[src/rtl/seg_scan_pkg.sv]
`default_nettype none
// ============================================================================
// Module   : seg_scan_pkg
// Brief    : Shared constants, scan-phase enum and anode mask helper for
//            the multiplexed 7-segment display scanner.
// Revision : 1.0
// ============================================================================
package seg_scan_pkg;

    localparam int               SEG_W      = 7;
    localparam logic [SEG_W-1:0] SEG_OFF    = 7'h7F;
    localparam int               MAX_DIGITS = 16;

    typedef enum logic [0:0] {
        ST_DEAD = 1'b0,
        ST_ON   = 1'b1
    } scan_state_t;

    // Digit 0 sits on the most significant anode, so digit idx clears bit n-1-idx.
    function automatic logic [MAX_DIGITS-1:0] anode_onecold(input int unsigned n_digits,
                                                           input int unsigned idx);
        logic [MAX_DIGITS-1:0] mask;
        mask = '1;
        mask[4'(n_digits - 1 - idx)] = 1'b0;
        return mask;
    endfunction

endpackage
`default_nettype wire

[src/rtl/seg_next_idx.sv]
`default_nettype none
// ============================================================================
// Module   : seg_next_idx
// Brief    : Rotating-priority search for the next enabled digit after idx,
//            with a flag telling whether the search wrapped past the top.
// Revision : 1.0
// ============================================================================
module seg_next_idx #(
    parameter int N_DIGITS = 8,
    parameter int IW       = $clog2(N_DIGITS)
) (
    input  logic [IW-1:0]       idx,
    input  logic [N_DIGITS-1:0] digit_en,
    output logic [IW-1:0]       next_idx,
    output logic                wrap
);

    always_comb begin
        int best_i;
        int best_d;
        int d;
        best_i   = 0;
        best_d   = N_DIGITS + 1;
        d        = 0;
        next_idx = idx;
        wrap     = 1'b0;
        // Distance from idx going upward; the current digit itself ranks last.
        for (int i = 0; i < N_DIGITS; i++) begin
            d = i - int'(idx);
            if (d <= 0) d = d + N_DIGITS;
            if (digit_en[i] && (d < best_d)) begin
                best_d = d;
                best_i = i;
            end
        end
        if (best_d <= N_DIGITS) begin
            next_idx = IW'(best_i);
            wrap     = (best_i <= int'(idx));
        end else begin
            wrap     = (int'(idx) == N_DIGITS - 1);
            next_idx = wrap ? '0 : idx + 1'b1;
        end
    end

endmodule
`default_nettype wire

[src/rtl/seg_scan_mux.sv]
`default_nettype none
// ============================================================================
// Module   : seg_scan_mux
// Brief    : N-digit 7-segment scanner with per-digit enable/skip, dead time,
//            global blank and frame strobe. Define SEG_SCAN_DIMMING_EN to
//            enable PWM dimming of the anodes through the brightness port.
// Revision : 1.0
// ============================================================================
module seg_scan_mux
    import seg_scan_pkg::*;
#(
    parameter int N_DIGITS    = 8,
    parameter int DIGIT_TICKS = 131072,
    parameter int DEAD_TICKS  = 1024
) (
    input  logic                          clock_100Mhz,
    input  logic                          reset,
    input  logic [7*N_DIGITS-1:0]         seg_data,
    input  logic [N_DIGITS-1:0]           dp_data,
    input  logic [N_DIGITS-1:0]           digit_en,
    input  logic                          blank,
    input  logic [3:0]                    brightness,
    output logic [N_DIGITS-1:0]           Anode_Activate,
    output logic [6:0]                    LED_out,
    output logic                          dp_out,
    output logic [$clog2(N_DIGITS)-1:0]   scan_idx,
    output logic                          frame_tick
);

    localparam int IW = $clog2(N_DIGITS);
    localparam int TW = $clog2(DIGIT_TICKS);

    if (DEAD_TICKS >= DIGIT_TICKS) begin : g_bad_dead
        $error("seg_scan_mux: DEAD_TICKS must be strictly less than DIGIT_TICKS");
    end
    if ((N_DIGITS < 2) || (N_DIGITS > MAX_DIGITS)) begin : g_bad_digits
        $error("seg_scan_mux: N_DIGITS must be in 2..16");
    end

    logic [TW-1:0]         tick_cnt;
    logic [TW-1:0]         tick_nxt;
    logic                  tick_last;
    scan_state_t           state;
    scan_state_t           state_nxt;
    logic [IW-1:0]         adv_idx;
    logic                  adv_wrap;
    logic [IW-1:0]         scan_nxt;
    logic [SEG_W-1:0]      seg_cap;
    logic [SEG_W-1:0]      seg_sel;
    logic [SEG_W-1:0]      led_nxt;
    logic                  dp_cap;
    logic                  dp_sel;
    logic                  dp_nxt;
    logic                  en_sel;
    logic                  capture;
    logic                  lit;
    logic                  dim_ok;
    logic [N_DIGITS-1:0]   anode_nxt;
    logic [MAX_DIGITS-1:0] onecold_full;
    logic                  unused_onecold;

    assign unused_onecold = ^onecold_full;

    assign tick_last = (tick_cnt == TW'(DIGIT_TICKS - 1));
    assign tick_nxt  = tick_last ? '0 : tick_cnt + 1'b1;
    // Every output is computed from the values the counters take after this edge.
    assign scan_nxt  = tick_last ? adv_idx : scan_idx;

    seg_next_idx #(
        .N_DIGITS (N_DIGITS),
        .IW       (IW)
    ) u_next_idx (
        .idx      (scan_idx),
        .digit_en (digit_en),
        .next_idx (adv_idx),
        .wrap     (adv_wrap)
    );

`ifdef SEG_SCAN_DIMMING_EN
    assign dim_ok = (4'(32'(tick_nxt)) <= brightness);
`else
    logic unused_brightness;
    assign unused_brightness = ^brightness;
    assign dim_ok            = 1'b1;
`endif

    always_ff @(posedge clock_100Mhz or negedge reset) begin
        if (!reset) begin
            state    <= ST_DEAD;
            tick_cnt <= '0;
        end else begin
            state    <= state_nxt;
            tick_cnt <= tick_nxt;
        end
    end

    always_comb begin
        state_nxt = (tick_nxt >= TW'(DEAD_TICKS)) ? ST_ON : ST_DEAD;
    end

    always_comb begin
        seg_sel      = SEG_OFF;
        dp_sel       = 1'b1;
        en_sel       = 1'b0;
        for (int i = 0; i < N_DIGITS; i++) begin
            if (scan_nxt == IW'(i)) begin
                seg_sel = seg_data[SEG_W*i +: SEG_W];
                dp_sel  = dp_data[i];
                en_sel  = digit_en[i];
            end
        end
        capture      = (state_nxt == ST_ON) && ((state == ST_DEAD) || tick_last);
        lit          = (state_nxt == ST_ON) && en_sel;
        led_nxt      = lit ? (capture ? seg_sel : seg_cap) : SEG_OFF;
        dp_nxt       = lit ? (capture ? dp_sel : dp_cap) : 1'b1;
        onecold_full = anode_onecold(N_DIGITS, 32'(scan_nxt));
        anode_nxt    = (lit && !blank && dim_ok) ? onecold_full[N_DIGITS-1:0] : '1;
    end

    always_ff @(posedge clock_100Mhz or negedge reset) begin
        if (!reset) begin
            Anode_Activate <= '1;
            LED_out        <= SEG_OFF;
            dp_out         <= 1'b1;
            scan_idx       <= '0;
            frame_tick     <= 1'b0;
            seg_cap        <= SEG_OFF;
            dp_cap         <= 1'b1;
        end else begin
            Anode_Activate <= anode_nxt;
            LED_out        <= led_nxt;
            dp_out         <= dp_nxt;
            scan_idx       <= scan_nxt;
            frame_tick     <= tick_last & adv_wrap;
            if (capture) begin
                seg_cap <= seg_sel;
                dp_cap  <= dp_sel;
            end
        end
    end

endmodule
`default_nettype wire
[config.mk]
export PLATFORM = sky130hd
export DESIGN_NAME = seg_scan_mux
export DESIGN_NICKNAME = d
export VERILOG_FILES = /design/src/rtl/seg_scan_pkg.sv /design/src/rtl/seg_next_idx.sv /design/src/rtl/seg_scan_mux.sv
export SDC_FILE = /design/constraint.sdc
export NUM_CORES = 1
export LEC_CHECK = 0
export CAP_MARGIN = 5
export CORE_MARGIN = 1
export CORE_UTILIZATION = 32
export DETAILED_ROUTE_END_ITERATION = 6
export GPL_TIMING_DRIVEN = 0
export PLACE_DENSITY = 0.59
export SKIP_LAST_GASP = 1
export SYNTH_ARGS = -nofsm -noshare
export SYNTH_HDL_FRONTEND = slang
export SYNTH_HIERARCHICAL = 1
export SYNTH_SLANG_ARGS = --single-unit
[constraint.sdc]
create_clock -name clock_100Mhz -period 33 [get_ports clock_100Mhz]
set_clock_uncertainty 0.15 [all_clocks]
set_input_delay 3.3 -clock clock_100Mhz [delete_from_list [all_inputs] [get_ports clock_100Mhz]]
set_output_delay 3.3 -clock clock_100Mhz [all_outputs]
set_load 0.005 [all_outputs]
==> flow_metrics.tcl, run 1 <==
set metrics [dict create \
    antenna_cells 0 \
    crit_path_top_delay_cell "sky130_fd_sc_hd__clkdlybuf4s50_1" \
    synth.area.mux_share_pct 8.664 \
    postSynthRegisterBits 46 \
    detailroute.via_count 5035 \
    critical_path.max_stage_delay_ns 0.55 \
    drv.max_cap_violation_count 0 \
    finish.utilization_pct 42.14 \
    routedWlPerCell_um 17.18 \
    synth.cell_area_um2 5011 \
    timing.max_slew.rel_slack_pct 55.25 \
    post_synth_xor_area_fraction_pct 2.772 \
    cts-htree-levels 2 \
    die_x_um 127.1 \
    worstMarginPinSlew_ns 0.6713 \
    clk_latency_ns 0.30 \
    half_perimeter_wire_length_after_detailed_placement_um 12690 \
    seq_power_share_pct 32.7 \
    die_area_um2 16160 \
    switching_share_pct 31.09 \
    post-place-ws_ns 15.70 \
    async_flop_share_pct 100.0 \
    global_route.usage.met3_pct 2.345 \
    synthSimpleGateAreaFrac_pct 26.64 \
    postCtsResizedCells 0 \
    antenna_found_initial 0 \
    cts.reportedPaths.clkPinSlew_ns 0.06 \
    critical_path.top_delay_family "compound AO/OA/AOI/OAI gates" \
    cts_post_setup_buffers_inserted 0 \
    clock_tree_from_tritoncts "built" \
    fin_crit_ns 17.36 \
    floorplan.io_pins 99 \
    cts_hold_repair.buffers 0 \
    hold_path.class "reg -> reg" \
    ys_seq_area_share_pct 23.57 \
    floorplan.die.height_um 127.1 \
    run_status "completed" \
    grt_util_met1_pct 28.77 \
    synthesized_area_fraction_occupied_by_ao_oa_aoi_and_oai_cells_pct 23.97 \
    timing.setup.critical_path_class "in -> reg" \
    grt_pass1_vias 4902 \
    netSwitchingPower_mw 0.05372 \
    finalWeightedCongestion 0.9316 \
    maximum_number_of_pins_on_one_net_before_global_route_repair 25 \
    grt_first_pass_wirelength_um 25810 \
    setup.worst_path.start_class "input port" \
    syn_avg_cell_area_um2 8.296 \
    ir_drop_uv 18.56 \
    routed_via_density 5.449 \
    detail_route.iter0.violations 466 \
    clock_share_of_power_pct 34.0 \
    dr.pass1.iters 5 \
    finish.net_count 828 \
    track_usage_pct 19.93 \
    cpMostUsedCell "sky130_fd_sc_hd__ha_1" \
    slew_violations 0 \
    globalRouteMet2Util_pct 32.32 \
    synth_enable_flop_cells 0 \
    setup_ws_ns 15.64 \
    yosysWarnings 6 \
    worst_hold_slack_ns 0.3162 \
    top_usage_layer "met2" \
    setup_viol 0 \
    fillerInstances 1543 \
    grt_setup_unrepaired "no" \
    crit_path_max_fanout 10 \
    max-clock-path-buffers 2 \
    design.core.area_um2 15260 \
    remaining_drc_errors 0 \
    tritoncts.num_buffers 5 \
    cts_sinks 46 \
    endpoint_kind_of_the_worst_setup_timing_path "flop" \
    areaGrowthSynthToFinish_pct 28.31 \
    post_route_cells_drive_above_1_share_pct 13.46 \
    cp_data_arrival_time_ns 17.41 \
    r2r_setup_slack_ns 17.48 \
    synth_top_family_by_area "simple AND/OR/NAND/NOR gates" \
    min_period_over_period_pct 52.60 \
    maxClockFrequency_mhz 57.61 \
    netlist-cell-type-count 97 \
    worst-endpoint-required_ns 33.05 \
    antenna_violating_nets_post_route 0 \
    start_util_pct 32.84 \
    cts_root_buf "sky130_fd_sc_hd__clkbuf_16" \
    core.rowCount 45 \
    p_leak_nw 2.554 \
    internal-power_mw 0.1191 \
    final_tns_setup_ns 0 \
    syn-instance-count 604 \
    portBuffers 94 \
    comb_power_share_pct 33.3 \
    total_power_mw 0.1728 \
    timing.critical_path.buf_inv 7 \
    postSynth.topFlopCell "sky130_fd_sc_hd__dfstp_2" \
    wl_um 15870 \
    overflow 0 \
    finalHoldViolations 0 \
    p_per_area_nw_per_um2 26.87 \
    post_synth_fa_ha_maj_area_fraction_pct 9.463 \
]
## registers in the layout, indices dropped and copies added (netlist names)
register,count
seg_cap,7
Anode_Activate,8
LED_out,7
dp_cap,1
scan_idx,3
frame_tick,1
dp_out,1
state,1
tick_cnt,17
## per-layer routing
| metal | vias up | wire length (um) |
|---|---|---|
| li1 | 2456 | - |
| met1 | 2437 | 7764 |
| met2 | 130 | 7315 |
| met3 | 12 | 639 |
| met4 | 0 | 153 |
| met5 | - | 0 |
## power groups by stage
stage / combinational [mW] / sequential, mW / clock (mW)
detailed placement: 0.0562 / 0.0575 / 0
CTS: 0.0565 / 0.0565 / 0.0602
finish: 0.0576 / 0.0565 / 0.0587
global placement: 0.0543 / 0.0575 / 0
floorplan: 0.0367 / 0.0575 / 0
global route: 0.0635 / 0.0565 / 0.0624
## through the flow
stage / area, um2 / instances
after floorplan: 5034 / 610
after global placement: 6238 / 915
after detailed placement: 6261 / 916
after CTS: 6430 / 924
after global routing: 6430 / 924
final: 6430 / 924
## worst min-delay path, delay by kind of cell, from the launching register on
kind / cells / cell delay (ns)
buf+inv: 1 / 0.04
flops: 1 / 0.37
mux: 1 / 0.05
## synth_stat cells, types with 6 or more instances
master	instances	area [um2]
sky130_fd_sc_hd__a21oi_1	31	155.2
sky130_fd_sc_hd__a31oi_1	13	81.33
sky130_fd_sc_hd__and3_1	7	43.79
sky130_fd_sc_hd__buf_2	8	40.04
sky130_fd_sc_hd__clkbuf_1	10	37.54
sky130_fd_sc_hd__dfrtp_1	22	550.5
sky130_fd_sc_hd__dfstp_2	24	630.6
sky130_fd_sc_hd__ha_1	37	462.9
sky130_fd_sc_hd__inv_1	30	112.6
sky130_fd_sc_hd__mux2i_1	18	180.2
sky130_fd_sc_hd__nand2_1	64	240.2
sky130_fd_sc_hd__nand2b_1	12	75.07
sky130_fd_sc_hd__nand3_1	31	155.2
sky130_fd_sc_hd__nand4_1	11	68.82
sky130_fd_sc_hd__nor2_1	57	214.0
sky130_fd_sc_hd__nor2b_1	12	75.07
sky130_fd_sc_hd__nor3_1	13	65.06
sky130_fd_sc_hd__nor3b_1	6	45.04
sky130_fd_sc_hd__nor4_1	6	37.54
sky130_fd_sc_hd__o211ai_1	8	60.06
sky130_fd_sc_hd__o21ai_0	18	90.09
sky130_fd_sc_hd__o21ai_1	8	40.04
sky130_fd_sc_hd__xnor2_1	9	78.83
## area by class of cell
class	instances	area (um2)	area share, %
plain buffers	22	111.4	1.732
clock buffers	5	125.1	1.946
clock inverters	3	43.79	0.6811
inverters	34	127.6	1.985
multi-input cells	508	3613	56.20
flip-flops and latches	46	1181	18.37
well taps	211	264.0	4.106
repair buffers	95	963.4	14.98
## cell usage in the layout (no fill, tap or decap), types with 13 or more instances in the layout
cell type	instances
sky130_fd_sc_hd__a21oi_1	31
sky130_fd_sc_hd__a31oi_1	13
sky130_fd_sc_hd__clkdlybuf4s50_1	93
sky130_fd_sc_hd__dfrtp_1	22
sky130_fd_sc_hd__dfstp_2	24
sky130_fd_sc_hd__ha_1	37
sky130_fd_sc_hd__inv_1	30
sky130_fd_sc_hd__mux2i_1	18
sky130_fd_sc_hd__nand2_1	64
sky130_fd_sc_hd__nand3_1	31
sky130_fd_sc_hd__nor2_1	57
sky130_fd_sc_hd__nor3_1	13
sky130_fd_sc_hd__o21ai_0	18
## kinds of logic after synthesis
logic type               count (synthesis)
AND/OR/NAND/NOR                        253
AO/OA/AOI/OAI                          160
buffers and inverters                   56
flip-flops                              46
adder cells (fa/ha/maj)                 38
multiplexers                            34
XOR/XNOR                                15
other                                    2
## path summary, 6_finish.rpt
check / from / endpoint / cells past startpoint
worst max-delay path: digit_en[0] / Anode_Activate[2] / 62
worst min-delay path: dp_cap / dp_cap / 2
worst max register to register: scan_idx[1] / Anode_Activate[2] / 64
worst min register to register: dp_cap / dp_cap / 2
max in group asynchronous: reset / LED_out[3] / 2
min in group asynchronous: reset / tick_cnt[5] / 1
Note: power is estimated with default switching activity, not from simulation.
==> run 2: changes to the inputs <==
Clock period 33 ns to 16.25 ns, I/O delays scaled along.
==> run 2 against run 1 <==
Net effect:
- total power up 100%
- die area unchanged
- largest cell class unchanged
- worst setup slack worse by 14 ns
- routed wire length up 0.30%
- first-iteration DRC count down 5.8%
- hold slack about the same
- global-route usage unchanged
- sequential cell count unchanged
==> flow_metrics.tcl, run 2 (synthesis results as in run 1) <==
set metrics [dict create \
    clk_latency_ns 0.30 \
    cts_hold_repair.buffers 0 \
    detailroute.via_count 5055 \
    placed_cells_incl_taps 916 \
    worst-endpoint-required_ns 16.30 \
    total_power_mw 0.3520 \
    antenna_violating_nets_post_route 0 \
    grt_first_pass_wirelength_um 25810 \
    ir_drop_uv 37.69 \
    crit_path_max_fanout 10 \
    setup.worst_path.start_class "input port" \
    antenna_cells 0 \
    min_period_over_period_pct 92.19 \
    routedWlPerCell_um 17.19 \
    finalHoldViolations 0 \
    fillerInstances 1543 \
    finish.net_count 830 \
    routed_via_density 5.459 \
    post_route_cells_drive_above_1_share_pct 14.41 \
    core.rowCount 45 \
    largest_reg_flops 17 \
    timing.max_slew.rel_slack_pct 56.85 \
    slew_violations 0 \
    tritoncts.num_buffers 5 \
    register_with_the_most_flip_flops "tick_cnt" \
    cts_sinks 46 \
    setup_viol 0 \
    layout_commonest_cell "sky130_fd_sc_hd__clkdlybuf4s50_1" \
    worst_hold_slack_ns 0.3159 \
    run_status "completed" \
    track_usage_pct 19.93 \
    areaGrowthSynthToFinish_pct 28.89 \
    die_x_um 127.1 \
    finalWeightedCongestion 0.9316 \
    portBuffers 94 \
    detail_route.iter0.violations 439 \
    layout_top_registers "tick_cnt (17), Anode_Activate (8)" \
    cts-htree-levels 2 \
    grt_pass1_vias 4902 \
    critical_path.max_stage_delay_ns 0.56 \
    maxClockFrequency_mhz 66.75 \
    p_per_area_nw_per_um2 54.50 \
    dr.pass1.iters 5 \
    hold_path.class "reg -> reg" \
    timing.setup.critical_path_class "in -> reg" \
    cts_root_buf "sky130_fd_sc_hd__clkbuf_16" \
    crit_path_top_delay_cell "sky130_fd_sc_hd__clkdlybuf4s50_1" \
    wl_um 15920 \
    antenna_found_initial 0 \
    cts.reportedPaths.clkPinSlew_ns 0.06 \
    floorplan.io_pins 99 \
    worstMarginPinSlew_ns 0.6442 \
    drv.max_cap_violation_count 0 \
    final_cell_count_without_fillers 926 \
    max-clock-path-buffers 2 \
    remaining_drc_errors 0 \
    maximum_number_of_pins_on_one_net_before_global_route_repair 25 \
    final_tns_setup_ns 0 \
    half_perimeter_wire_length_after_detailed_placement_um 12690 \
    floorplan.die.height_um 127.1 \
    most-common-layout-cells "93 x sky130_fd_sc_hd__clkdlybuf4s50_1, 64 x sky130_fd_sc_hd__nand2_1, 57 x sky130_fd_sc_hd__nor2_1" \
    clock_tree_from_tritoncts "built" \
    fin_crit_ns 14.98 \
    grt_setup_unrepaired "no" \
    endpoint_kind_of_the_worst_setup_timing_path "flop" \
    die_area_um2 16160 \
    design.core.area_um2 15260 \
    cp_data_arrival_time_ns 15.03 \
    p_leak_nw 2.572 \
    start_util_pct 32.84 \
    overflow 0 \
]
==> run 2: cell types whose count changed in the layout (fill, tap and decap cells not counted) <==
cell,change
sky130_fd_sc_hd__clkbuf_1,-2
sky130_fd_sc_hd__o21ai_0,-1
sky130_fd_sc_hd__o21ai_1,+1
sky130_fd_sc_hd__nor3_1,-1
sky130_fd_sc_hd__dfrtp_2,+1
sky130_fd_sc_hd__clkbuf_2,+2
sky130_fd_sc_hd__nor3b_1,-1
sky130_fd_sc_hd__nor3_2,+1
sky130_fd_sc_hd__buf_4,+2
sky130_fd_sc_hd__dfrtp_1,-1
sky130_fd_sc_hd__nor3b_2,+1
==> run 2: layout make-up <==
cell class	count	area (um2)	area share (%)
Buffer	22	113.9	1.763
Clock buffer	5	125.1	1.937
Clock inverter	3	43.79	0.6780
Inverter	34	127.6	1.976
Multi-Input combinational cell	508	3623	56.10
Sequential cell	46	1182	18.31
Tap cell	211	264.0	4.088
Timing Repair Buffer	97	978.4	15.15
==> run 2: power breakdown <==
| group | internal (mW) | switching, mW | leakage (nW) |
|---|---|---|---|
| Sequential | 0.115 | 0 | 0.543 |
| Combinational | 0.0548 | 0.0632 | 1.94 |
| Clock | 0.0729 | 0.0463 | 0.0842 |
| Total | 0.243 | 0.109 | 2.57 |
==> run 2: final timing paths <==
| kind | start | to | slack (ns) | depth (start not counted) |
|---|---|---|---|---|
| max | digit_en[0] | Anode_Activate[2] | 1.27 | 63 |
| min | dp_cap | dp_cap | 0.32 | 2 |
| max reg2reg | scan_idx[1] | Anode_Activate[2] | 1.62 | 65 |
| min reg2reg | dp_cap | dp_cap | 0.32 | 2 |
| max in group asynchronous | reset | LED_out[3] | 14.18 | 2 |
| min in group asynchronous | reset | tick_cnt[5] | 1.17 | 1 |
==> run 2: per-stage QoR <==
| stage | area, um2 | setup slack [ns] | util, % |
|---|---|---|---|
| after floorplan | 5034 | 3.598 | - |
| after global placement | 6238 | 0.8954 | 40.89 |
| after detailed placement | 6261 | 0.6297 | 41.03 |
| after CTS | 6430 | 0.8884 | 42.14 |
| after global routing | 6459 | 0.1104 | 42.33 |
| final | 6459 | 1.269 | 42.33 |
==> run 2: what timing repair did <==
item	in CTS	in global routing
buffers inserted	0	2
resized for setup	0	8
endpoints found under the setup margin	0	24
==> run 2: metal layers <==
metal / vias to the layer above / routed length [um] / GRT usage (%) / part of all wire, %
met2: 151 / 7315 / 32.32 / 46
li1: 2457 / - / - / -
met1: 2431 / 7723 / 28.77 / 49
met3: 16 / 714 / 2.345 / 4.5
met4: 0 / 166 / 3.151 / 1.0
met5: - / 0 / 0 / 0
==> run 2: worst max-delay path: cells and delay by family <==
family	cells	cell delay, ns
mux	3	0.87
fa+ha+maj	7	1.82
compound gates	23	5.15
simple gates	22	3.51
buf+inv	8	2.01
